### config.mk
export PLATFORM = sky130hd
export DESIGN_NAME = serial_adder_ctrl
export DESIGN_NICKNAME = d
export VERILOG_FILES = /design/src/rtl/serial_adder_pkg.sv /design/src/rtl/serial_adder_ctrl_fa.sv /design/src/rtl/serial_adder_ctrl.sv
export SDC_FILE = /design/constraint.sdc
export NUM_CORES = 1
export LEC_CHECK = 0
export BUFFER_PORTS_ARGS = -buffer_cell sky130_fd_sc_hd__buf_2
export CAP_MARGIN = 30
export CELL_PAD_IN_SITES_DETAIL_PLACEMENT = 1
export CELL_PAD_IN_SITES_GLOBAL_PLACEMENT = 2
export CORE_MARGIN = 4
export CORE_UTILIZATION = 38
export DETAILED_ROUTE_END_ITERATION = 8
export PLACE_DENSITY_LB_ADDON = 0.1
export SETUP_SLACK_MARGIN = 0.1
export SYNTH_ARGS = -nofsm -noshare
export SYNTH_HDL_FRONTEND = slang
export SYNTH_HIERARCHICAL = 1
export SYNTH_SLANG_ARGS = --single-unit
### constraint.sdc
create_clock -name clk -period 3.25 [get_ports clk]
set_input_delay 0.65 -clock clk [delete_from_list [all_inputs] [get_ports clk]]
set_output_delay 0.65 -clock clk [all_outputs]
set_load 0.01 [all_outputs]
### src/rtl/serial_adder_pkg.sv
// serial_adder_pkg: shared state encoding and limits for the bit-serial adder.
package serial_adder_pkg;

    localparam logic [1:0] ST_IDLE = 2'd0;
    localparam logic [1:0] ST_RUN  = 2'd1;
    localparam logic [1:0] ST_DONE = 2'd2;

    localparam int WIDTH_MAX = 32;

    typedef enum logic [1:0] {
        IDLE = ST_IDLE,
        RUN  = ST_RUN,
        DONE = ST_DONE
    } state_e;

endpackage

### src/rtl/serial_adder_ctrl_fa.sv
// full_adder_structural: one-bit full adder built from two structural half adders.
module half_adder_structural (
    input  logic a,
    input  logic b,
    output logic sum,
    output logic cout
);

    xor g_sum (sum, a, b);
    and g_cout (cout, a, b);

endmodule

module full_adder_structural (
    input  logic a,
    input  logic b,
    input  logic cin,
    output logic sum,
    output logic cout
);

    logic s0, c0, c1;

    half_adder_structural u_ha0 (.a(a),  .b(b),   .sum(s0),  .cout(c0));
    half_adder_structural u_ha1 (.a(s0), .b(cin), .sum(sum), .cout(c1));

    or g_cout (cout, c0, c1);

endmodule

### src/rtl/serial_adder_ctrl.sv
// serial_adder_ctrl: LSB-first bit-serial adder with a start/busy/done handshake.
module serial_adder_ctrl
    import serial_adder_pkg::*;
#(
    parameter int WIDTH = 8
) (
    input  logic             clk,
    input  logic             rst_n,
    input  logic             start,
    input  logic [WIDTH-1:0] a,
    input  logic [WIDTH-1:0] b,
    output logic             busy,
    output logic             done,
    output logic [WIDTH-1:0] sum,
    output logic             carry_out
);

    localparam int CW = $clog2(WIDTH + 1);

    if (WIDTH < 1 || WIDTH > WIDTH_MAX) begin : g_bad_width
        $error("serial_adder_ctrl: WIDTH out of range");
    end

    state_e           state_q, state_d;
    logic [WIDTH-1:0] a_sh_q, a_sh_d, b_sh_q, b_sh_d;
    logic [WIDTH-1:0] sum_sh_q, sum_sh_d, sum_q, sum_d;
    logic [CW-1:0]    bit_cnt_q, bit_cnt_d;
    logic             carry_q, carry_d, carry_out_q, carry_out_d;
    logic             busy_q, busy_d, done_q, done_d;
    logic             fa_s, fa_c;

    full_adder_structural u_fa (
        .a   (a_sh_q[0]),
        .b   (b_sh_q[0]),
        .cin (carry_q),
        .sum (fa_s),
        .cout(fa_c)
    );

    always_comb begin
        state_d     = state_q;
        a_sh_d      = a_sh_q;
        b_sh_d      = b_sh_q;
        sum_sh_d    = sum_sh_q;
        bit_cnt_d   = bit_cnt_q;
        carry_d     = carry_q;
        sum_d       = sum_q;
        carry_out_d = carry_out_q;
        case (state_q)
            IDLE: begin
                if (start) begin
                    a_sh_d    = a;
                    b_sh_d    = b;
                    sum_sh_d  = '0;
                    carry_d   = 1'b0;
                    bit_cnt_d = '0;
                    state_d   = RUN;
                end
            end
            RUN: begin
                // New bit enters at the MSB so after WIDTH shifts bit 0 sits at the LSB.
                a_sh_d    = a_sh_q >> 1;
                b_sh_d    = b_sh_q >> 1;
                sum_sh_d  = (sum_sh_q >> 1) | (WIDTH'(fa_s) << (WIDTH - 1));
                carry_d   = fa_c;
                bit_cnt_d = bit_cnt_q + CW'(1);
                if (bit_cnt_q == CW'(WIDTH - 1)) begin
                    state_d     = DONE;
                    sum_d       = sum_sh_d;
                    carry_out_d = fa_c;
                end
            end
            DONE:    state_d = IDLE;
            default: state_d = IDLE;
        endcase
        busy_d = (state_d == RUN);
        done_d = (state_d == DONE);
    end

    always_ff @(posedge clk or negedge rst_n) begin
        if (!rst_n) begin
            state_q     <= IDLE;
            a_sh_q      <= '0;
            b_sh_q      <= '0;
            sum_sh_q    <= '0;
            bit_cnt_q   <= '0;
            carry_q     <= 1'b0;
            sum_q       <= '0;
            carry_out_q <= 1'b0;
            busy_q      <= 1'b0;
            done_q      <= 1'b0;
        end else begin
            state_q     <= state_d;
            a_sh_q      <= a_sh_d;
            b_sh_q      <= b_sh_d;
            sum_sh_q    <= sum_sh_d;
            bit_cnt_q   <= bit_cnt_d;
            carry_q     <= carry_d;
            sum_q       <= sum_d;
            carry_out_q <= carry_out_d;
            busy_q      <= busy_d;
            done_q      <= done_d;
        end
    end

    assign busy      = busy_q;
    assign done      = done_q;
    assign sum       = sum_q;
    assign carry_out = carry_out_q;

endmodule

# Word-level counts from Yosys, hierarchy flattened
# Index checks and enable logic that the tools add are counted.
[totals]
register_bits = 42
latch_bits = 0
ram_bits = 0
romBits = 0
input_bits = 19
output_inout_bits = 11
elab_cells = 39
n_memories = 0
[op_classes]
n_addsub = 1
mul = 0
div_mod_pow = 0
order_cmp = 0
n_eq_ne = 5
shifts = 0
mux = 13
bitwise_logic = 6
n_reduce_logical = 4
[op_table]
columns = ["cell", "count"]
rows = [
  ["8-bit case mux with 2 select lines", 3],
  ["8-bit 2-to-1 mux", 3],
  ["7-bit by 8-bit bitwise OR with 8-bit output", 1],
  ["4-bit case mux with 2 select lines", 1],
  ["4-bit by 1-bit adder with 4-bit output (second input constant)", 1],
  ["2-bit by 1-bit equality test with 1-bit output (second input constant)", 2],
  ["4-bit by 3-bit equality test with 1-bit output (second input constant)", 1],
  ["2-bit 2-to-1 mux", 2],
  ["4-bit 2-to-1 mux", 1],
  ["2-bit case mux with 2 select lines", 1],
  ["2-bit AND reduction", 2],
  ["1-bit bitwise AND", 2],
  ["2-bit equality test (second input constant)", 1],
  ["2-bit zero test", 1],
  ["2-bit inequality test (second input constant)", 1],
  ["1-bit case mux with 2 select lines", 1],
  ["2-bit nonzero test", 1],
  ["1-bit bitwise XOR", 2],
  ["1-bit 2-to-1 mux", 1],
  ["1-bit bitwise OR", 1],
]

# Logic depth before layout (Yosys ltp)
# Gate-level depths: netlist of run 1.
[logic_depth]
ltp_word = 4
depth_mapped = 5
ltp_nobuf = 4

# Hierarchy
# The synthesis of run 1 kept the hierarchy.
[by_module_without_submodules]
columns = ["module", "n_inst", "cells_each", "area_each_um2", "seq_area_each_um2"]
rows = [
  ["serial_adder_ctrl", 1, 138, 1654.1, 1026.0],
  ["half_adder_structural", 2, 1, 12.5, 0.0],
  ["full_adder_structural", 1, 1, 6.3, 0.0],
]

# Worst setup path after synthesis of run 1
# No wires, ideal clock.
[synth_timing]
path_type = "reg2reg"
startpoint = "reg a_sh_q[0]"
endpoint = "reg carry_out_q, in the netlist carry_out"
setup_ns = 0.128
arrival_ns = 1.327
required_ns = 3.122
path_slack_ns = 1.796
stages_incl_launch_ff = 5
n_path_buf = 0
synth_period_minus_slack_ns = 1.454
cell_sequence = "dfrtp_1 ha_1 ha_1 or2_1 mux2_1"
[synth_via]
elab_chain_cells = 3
word_cells_on_any_way = 4
cone_classes = "bitwise (4)"
[synth_rtl]
columns = ["element", "line_no", "rtl"]
rows = [
  ["from (decl)", "serial_adder_ctrl.sv:25", "logic [WIDTH-1:0] a_sh_q, a_sh_d, b_sh_q, b_sh_d;"],
  ["from (signal assigned)", "serial_adder_ctrl.sv:94", "a_sh_q <= a_sh_d;"],
  ["1-bit bitwise XOR", "serial_adder_ctrl_fa.sv:9", "xor g_sum (sum, a, b);"],
  ["named net u_fa.s0", "serial_adder_ctrl_fa.sv:22", "logic s0, c0, c1;"],
  ["1-bit bitwise AND", "serial_adder_ctrl_fa.sv:10", "and g_cout (cout, a, b);"],
  ["named net u_fa.c1", "serial_adder_ctrl_fa.sv:22", ""],
  ["1-bit bitwise OR", "serial_adder_ctrl_fa.sv:27", "or g_cout (cout, c0, c1);"],
  ["named net fa_c", "serial_adder_ctrl.sv:30", "logic fa_s, fa_c;"],
  ["to (signal assigned)", "serial_adder_ctrl.sv:100", "carry_out_q <= carry_out_d;"],
  ["to (decl)", "serial_adder_ctrl.sv:28", "logic carry_q, carry_d, carry_out_q, carry_out_d;"],
]
# The timed path passes the listed nets, and every way through them passes these cells.
# A chain may end at the register's enable or synchronous reset.

# Worst setup path after layout of run 1
[layout_timing]
startpoint = "reg state_q[0]"
endpoint = "reg sum_q[0], in the netlist sum[0]"
[layout_via]
elab_chain_cells = 2
[layout_rtl]
columns = ["element", "line_no", "rtl"]
rows = [
  ["from (decl)", "serial_adder_ctrl.sv:24", "state_e state_q, state_d;"],
  ["from (signal assigned)", "serial_adder_ctrl.sv:93", "state_q <= state_d;"],
  ["2-bit by 1-bit equality test with 1-bit output", "serial_adder_ctrl.sv:49", "case (state_q)"],
  ["2-bit AND reduction (no source line)", "--", ""],
  ["to (signal assigned)", "serial_adder_ctrl.sv:99", "sum_q <= sum_d;"],
  ["to (decl)", "serial_adder_ctrl.sv:26", "logic [WIDTH-1:0] sum_sh_q, sum_sh_d, sum_q, sum_d;"],
]
# Every way passes these cells.

==> results.py, run 1 <==
metrics = {
    "power": {
        "pwr-share-clk_pct": 19.8,
        "switching_power_uw": 552,
        "pwr-share-comb_pct": 29.2,
        "p_int_uw": 1110,
        "swShare_pct": 33.2,
        "vdd_drop_max_mv": 0.333,
        "sequentialPowerShare_pct": 50.9,
        "power_density_mw_per_mm2": 844,
        "p_leak_uw": 0.000936,
    },
    "clock_tree": {
        "cts.repair.resized": 0,
        "cts_setup_buffers": 0,
        "cts_tree": "yes",
        "hold_buffers": 0,
        "clkTransAtPathRegs_ns": 0.08,
        "cts_root_buf": "clkbuf_8",
        "cts-buffers-inserted": 5,
        "clkSinkCount": 41,
        "htreeDepth": 2,
        "clock_path_buffers": 2,
        "clk_latency_ns": 0.29,
    },
    "finish": {
        "syn2layout_area_growth_pct": 17.1,
        "layoutNonFillerInstCount": 221,
        "fillCellCount": 460,
        "fin_area_mm2": 0.00197,
        "antenna_cells": 0,
        "finalNetCount": 193,
        "layout-drive-gt1-share_pct": 24.0,
    },
    "min_path": {
        "min_path_type": "in -> async",
    },
    "grt": {
        "antenna_found_initial": 0,
        "overflow": 0,
        "grt_max_degree": 42,
        "grt_pass1_vias": 1338,
        "grt_usage_pct": 15.1,
        "grt_pass1_wl_mm": 6.35,
    },
    "flow_run": {
        "maxCapViolCount": 0,
    },
    "timing": {
        "finalSetupViolations": 0,
        "fin_crit_ns": 2.26,
        "layout_setup_ws_ns": 0.991,
        "rsz0062_at_grt": "false",
        "relSlewSlack_pct": 34.0,
        "clock_skew_ns": 0.00491,
        "finalCritPeriodShare_pct": 69.5,
        "max_freq_ghz": 0.443,
        "tightest_slew_ns": 0.988,
        "drv_slew": 0,
        "hold_slack_ns": 0.144,
        "tns_ns": 0,
        "hold_violations": 0,
    },
    "routing": {
        "drc": 0,
        "drt-total-wl_mm": 3.65,
        "wl_per_cell_um": 16.5,
        "drtAntennaViolNets": 0,
        "drtIter0Drc": 57,
        "vias": 1194,
        "first_pass_iters": 4,
        "avgViaCountPerCell": 5.40,
    },
    "synth": {
        "synth_top_cell_by_area": "dfrtp_1",
        "ys_top_cells_by_area": "dfrtp_1 61%, a22oi_1 6.2%, mux2_1 6.0%, a22o_1 5.2%, o21ai_0 4.8%",
        "synth.avg_cell_area_um2": 12.0,
        "netlist.area_leader.share_pct": 60.9,
        "syn_inst": 141,
        "syn_nets": 163,
        "synth_async_sr_flop_share_pct": 100,
        "ys_warn_count": 6,
        "ys_ff_latch": 41,
        "synth_cell_type_count": 22,
        "netlist_area_mm2": 0.00169,
        "synth_commonest_cells": "41 x dfrtp_1, 17 x nand2_1, 16 x o21ai_0",
        "synth_edf_count": 0,
        "synth_flop_cell": "dfrtp_1",
        "yosysMostFrequentCell": "dfrtp_1",
        "yosysSeqAreaShare_pct": 60.9,
    },
    "setup_path": {
        "critPathArrivalTime_ns": 2.43,
        "cp-end-kind": "flip-flop",
        "crit_fanout": 23,
        "r2r_start": "state_q[0]",
        "reg2reg_slack_ns": 0.99,
        "r2r_end": "sum[0]",
        "required_ns": 3.42,
        "ff2ff_path_depth": 4,
        "crit_type": "reg -> reg",
        "cp-start-kind": "flip-flop",
    },
    "floorplan": {
        "die_area_mm2": 0.00556,
        "start_util_pct": 40.7,
        "core_area_mm2": 0.00414,
        "ios": 30,
        "dieWidth_um": 74.6,
        "die_h_um": 74.6,
        "rows": 23,
    },
    "placed_design": {
        "place_ws_ns": 0.991,
        "place_inst": 213,
        "dpl-instance-area_mm2": 0.00187,
        "dp_hpwl_mm": 2.50,
        "place_congestion": 0.747,
        "io_buffers": 29,
    },
    "status": {
        "status": "finished, final reports clean",
    },
}
critical path, cell delays in order, from the launching register on:
cell	delay, ns
dfrtp_1	0.82
and2b_1	0.47
nor3b_1	0.26
buf_4	0.23
mux2_1	0.34
state kept, by name, summed over array words and instances (netlist names), 2 cells and up:
name and flops:
a_sh_q 8, b_sh_q 8, bit_cnt_q 4, state_q 2, sum 8, sum_sh_q 7
layout by cell type, fill, tap and decap left out, types with 2 or more instances in the layout:
cell type and instances:
a22o_1 10, nand2_1 17, mux2_1 9, nor2_1 2, clkbuf_8 6, ha_1 3, a22oi_1 14, a21oi_1 5
dfrtp_1 41, nor3b_1 2, nor2b_1 4, buf_2 29, o21ai_0 16, mux2_2 2, buf_4 2
layer usage:
layer	GRT usage [%]	wire length, um
met5	0	0
met4	3.56	37
met3	5.00	166
met2	26.1	1870
met1	18.2	1570
per-stage QoR:
step                      total power (uW)  utilization (%)
after floorplan                       1170                -
after global placement                1320             45.0
final                                 1660             47.6
after CTS                             1690             47.1
after detailed placement              1350             45.0
after global routing                  1800             47.6
logic make-up (layout without fill, tap and decap cells):
kind of cell	after synthesis	after routing	synth area share, %
buffers and inverters	10	40	2.67
AOI/OAI and AO/OA	47	47	18.8
DFF	41	41	60.9
adders and majority gates	3	3	2.23
muxes	11	11	7.35
and+or+nand+nor	29	29	8.09
area by class of cell:
| type | instances | area, um^2 | area share, % |
|---|---|---|---|
| Clock buffer | 7 | 86.3 | 4.38 |
| Inverter | 1 | 3.75 | 0.190 |
| Multi-Input combinational cell | 90 | 614 | 31.1 |
| Sequential cell | 41 | 1030 | 52.0 |
| Tap cell | 50 | 62.6 | 3.17 |
| Timing Repair Buffer | 32 | 180 | 9.13 |
power by group through the flow:
stage / Clock [uW] / Sequential (uW) / Combinational, uW
after floorplan: 0 / 820 / 348
after global placement: 0 / 844 / 474
after detailed placement: 0 / 859 / 495
after CTS: 344 / 852 / 498
after global routing: 369 / 876 / 555
final: 330 / 848 / 487
how the worst max path moves through the flow:
stage | from | endpoint | cells past startpoint
5_1_grt | state_q[0] | sum[0] | 4
6_report | state_q[0] | sum[0] | 4
3_5_place_dp | state_q[0] | sum[0] | 4
3_3_place_gp | state_q[0] | sum[0] | 4
2_1_floorplan | a_sh_q[0] | carry_out | 4
4_1_cts | state_q[0] | sum[0] | 4
No activity file was read; power rests on OpenSTA's default activity.
==> run 2: changes to the inputs <==
Settings changed: ABC_AREA set to 1, CORE_UTILIZATION 38 to 29.
Clock period 3.25 ns to 1.9 ns, I/O delays scaled along.
==> run 2 against run 1 <==
Count of clock-buffer cells in the layout unchanged. Sequential power increased by 73%. Worst hold slack got worse by 0.0032 ns. Critical endpoint is now a_sh_q[0]. Synthesized cell count increased by 62%.
==> results.py, run 2 <==
metrics = {
    "routing": {
        "drc": 0,
        "avgViaCountPerCell": 4.44,
        "vias": 1509,
        "drtAntennaViolNets": 0,
        "first_pass_iters": 4,
        "drt-total-wl_mm": 4.52,
        "wl_per_cell_um": 13.3,
        "drtIter0Drc": 42,
    },
    "setup_path": {
        "crit_fanout": 14,
        "slowest_stage": "dfrtp_1",
        "reg2reg_slack_ns": 0.52,
        "r2r_end": "a_sh_q[0]",
        "critPathArrivalTime_ns": 1.62,
        "required_ns": 2.14,
        "cp-end-kind": "flip-flop",
        "path_cells": "o21ai_2 -> inv_1 -> nand2_1 -> nand2_1",
        "crit_type": "reg -> reg",
        "cp_num_buf_inv": 1,
        "r2r_start": "state_q[0]",
        "crit_family": "flip-flops",
        "worst_path_most_repeated_cell": "nand2_1",
        "cp-start-kind": "flip-flop",
        "ff2ff_path_depth": 4,
        "critical_path.max_stage_delay_ns": 0.61,
    },
    "floorplan": {
        "dieWidth_um": 88.8,
        "start_util_pct": 29.8,
        "rows": 29,
        "die_h_um": 88.8,
        "core_area_mm2": 0.00635,
        "ios": 30,
        "die_area_mm2": 0.00788,
    },
    "finish": {
        "fillCellCount": 780,
        "final_common_cell": "nand2_1",
        "multiInputGateArea_um2": 737,
        "antenna_cells": 0,
        "fin_area_mm2": 0.00220,
        "layout-drive-gt1-share_pct": 18.6,
        "syn2layout_area_growth_pct": 16.1,
        "final_cell_mix": "136 x nand2_1, 41 x dfrtp_1, 29 x buf_2",
        "finalNetCount": 284,
        "utilization_pct": 34.6,
        "regArea_mm2": 0.00103,
    },
    "synth": {
        "synth-simple-area-share_pct": 35.4,
        "ys_ff_latch": 41,
        "synth_edf_count": 0,
        "synth_fa_ha_area_share_pct": 1.98,
        "syn_nets": 251,
        "ys_warn_count": 6,
        "synth-xor-area-share_pct": 0,
        "netlist_area_mm2": 0.00189,
        "yosysMostFrequentCell": "nand2_1",
        "synth_cell_type_count": 18,
        "synth.area.mux_share_pct": 0,
        "synth_async_sr_flop_share_pct": 100,
        "ys_top_cells_by_area": "dfrtp_1 54%, nand2_1 27%, nand3_1 5.0%, buf_6 3.0%, ha_1 2.0%",
        "synth_commonest_cells": "136 x nand2_1, 41 x dfrtp_1, 19 x nand3_1",
        "syn_inst": 229,
        "netlist.area_leader.share_pct": 54.2,
        "synth_flop_cell": "dfrtp_1",
        "synth_top_family_by_area": "simple AND/OR/NAND/NOR gates",
        "yosysSeqAreaShare_pct": 54.2,
        "synth_compound_area_share_pct": 1.52,
        "synth_top_cell_by_area": "dfrtp_1",
        "synth.avg_cell_area_um2": 8.26,
    },
    "clock_tree": {
        "cts-buffers-inserted": 5,
        "clock_path_buffers": 2,
        "hold_buffers": 0,
        "htreeDepth": 2,
        "cts_root_buf": "clkbuf_8",
        "cts.repair.resized": 0,
        "cts_tree": "yes",
        "clkSinkCount": 41,
        "cts_setup_buffers": 0,
        "clk_latency_ns": 0.30,
        "clkTransAtPathRegs_ns": 0.08,
    },
    "timing": {
        "tns_ns": 0,
        "max_freq_ghz": 0.722,
        "layout_setup_ws_ns": 0.516,
        "tightest_slew_ns": 0.536,
        "finalCritPeriodShare_pct": 72.9,
        "hold_violations": 0,
        "drv_slew": 0,
        "rsz0062_at_grt": "false",
        "finalSetupViolations": 0,
        "fin_crit_ns": 1.38,
        "clock_skew_ns": 0.00581,
        "hold_slack_ns": 0.140,
        "relSlewSlack_pct": 64.3,
    },
    "grt": {
        "grt_max_degree": 42,
        "antenna_found_initial": 0,
        "overflow": 0,
        "grt_usage_pct": 12.9,
        "grt_pass1_vias": 1463,
        "grt_pass1_wl_mm": 7.67,
    },
    "placed_design": {
        "io_buffers": 29,
        "dpl-instance-area_mm2": 0.00208,
        "place_ws_ns": 0.515,
        "dp_hpwl_mm": 2.97,
        "place_congestion": 0.722,
    },
    "min_path": {
        "min_path_type": "in -> async",
    },
    "power": {
        "p_leak_uw": 0.00126,
        "power_density_mw_per_mm2": 1600,
        "vdd_drop_max_mv": 0.522,
    },
    "status": {
        "status": "finished, final reports clean",
    },
    "flow_run": {
        "maxCapViolCount": 0,
    },
}
## run 2: layout make-up
| type | instances | area share, % |
|---|---|---|
| flip-flops and latches | 41 | 46.7 |
| multi-input cells | 172 | 33.6 |
| repair buffers | 36 | 9.00 |
| well taps | 77 | 4.39 |
| inverters | 6 | 1.03 |
| clock buffers | 7 | 3.93 |
| clock inverters | 1 | 1.37 |
## run 2: cells by family (layout without fill, tap and decap cells)
family          after synthesis  count (layout)
fa+ha+maj                     3               3
flops                        41              41
compound gates                5               5
buf+inv                      16              50
simple gates                164             164
## run 2: routing by layer
layer	GRT usage, %	part of all wire, %	vias to the layer above
li1	-	-	770
met1	18.4	49	709
met2	18.9	45	22
met3	3.17	4.2	8
met4	4.53	1.5	0
met5	0	0	-
## run 2: power by group
part / internal (uW) / switching (uW)
Combinational: 486 / 809
Sequential: 1230 / 245
Clock: 429 / 309
Total: 2140 / 1360
## run 2: metrics by stage
stage | cells | total power, uW
floorplan | 229 | 2480
global placement | 332 | 2820
detailed placement | 332 | 2830
CTS | 340 | 3600
global route | 340 | 3860
finish | 340 | 3510
## run 2: worst reg2reg max path, delay by kind of cell, from the launching register on
family,cells,cell delay [ns]
DFF,1,0.61
buffers and inverters,1,0.38
and+or+nand+nor,2,0.21
AOI/OAI and AO/OA,1,0.12
## run 2: worst max-delay path by stage
stage | startpoint | endpoint | cells past startpoint
final | state_q[0] | a_sh_q[0] | 4
after global routing | bit_cnt_q[0] | sum[7] | 6
after CTS | state_q[0] | b_sh_q[0] | 4
after detailed placement | state_q[0] | b_sh_q[0] | 4
after global placement | state_q[0] | b_sh_q[0] | 4
after floorplan | a_sh_q[0] | sum_sh_q[7] | 4
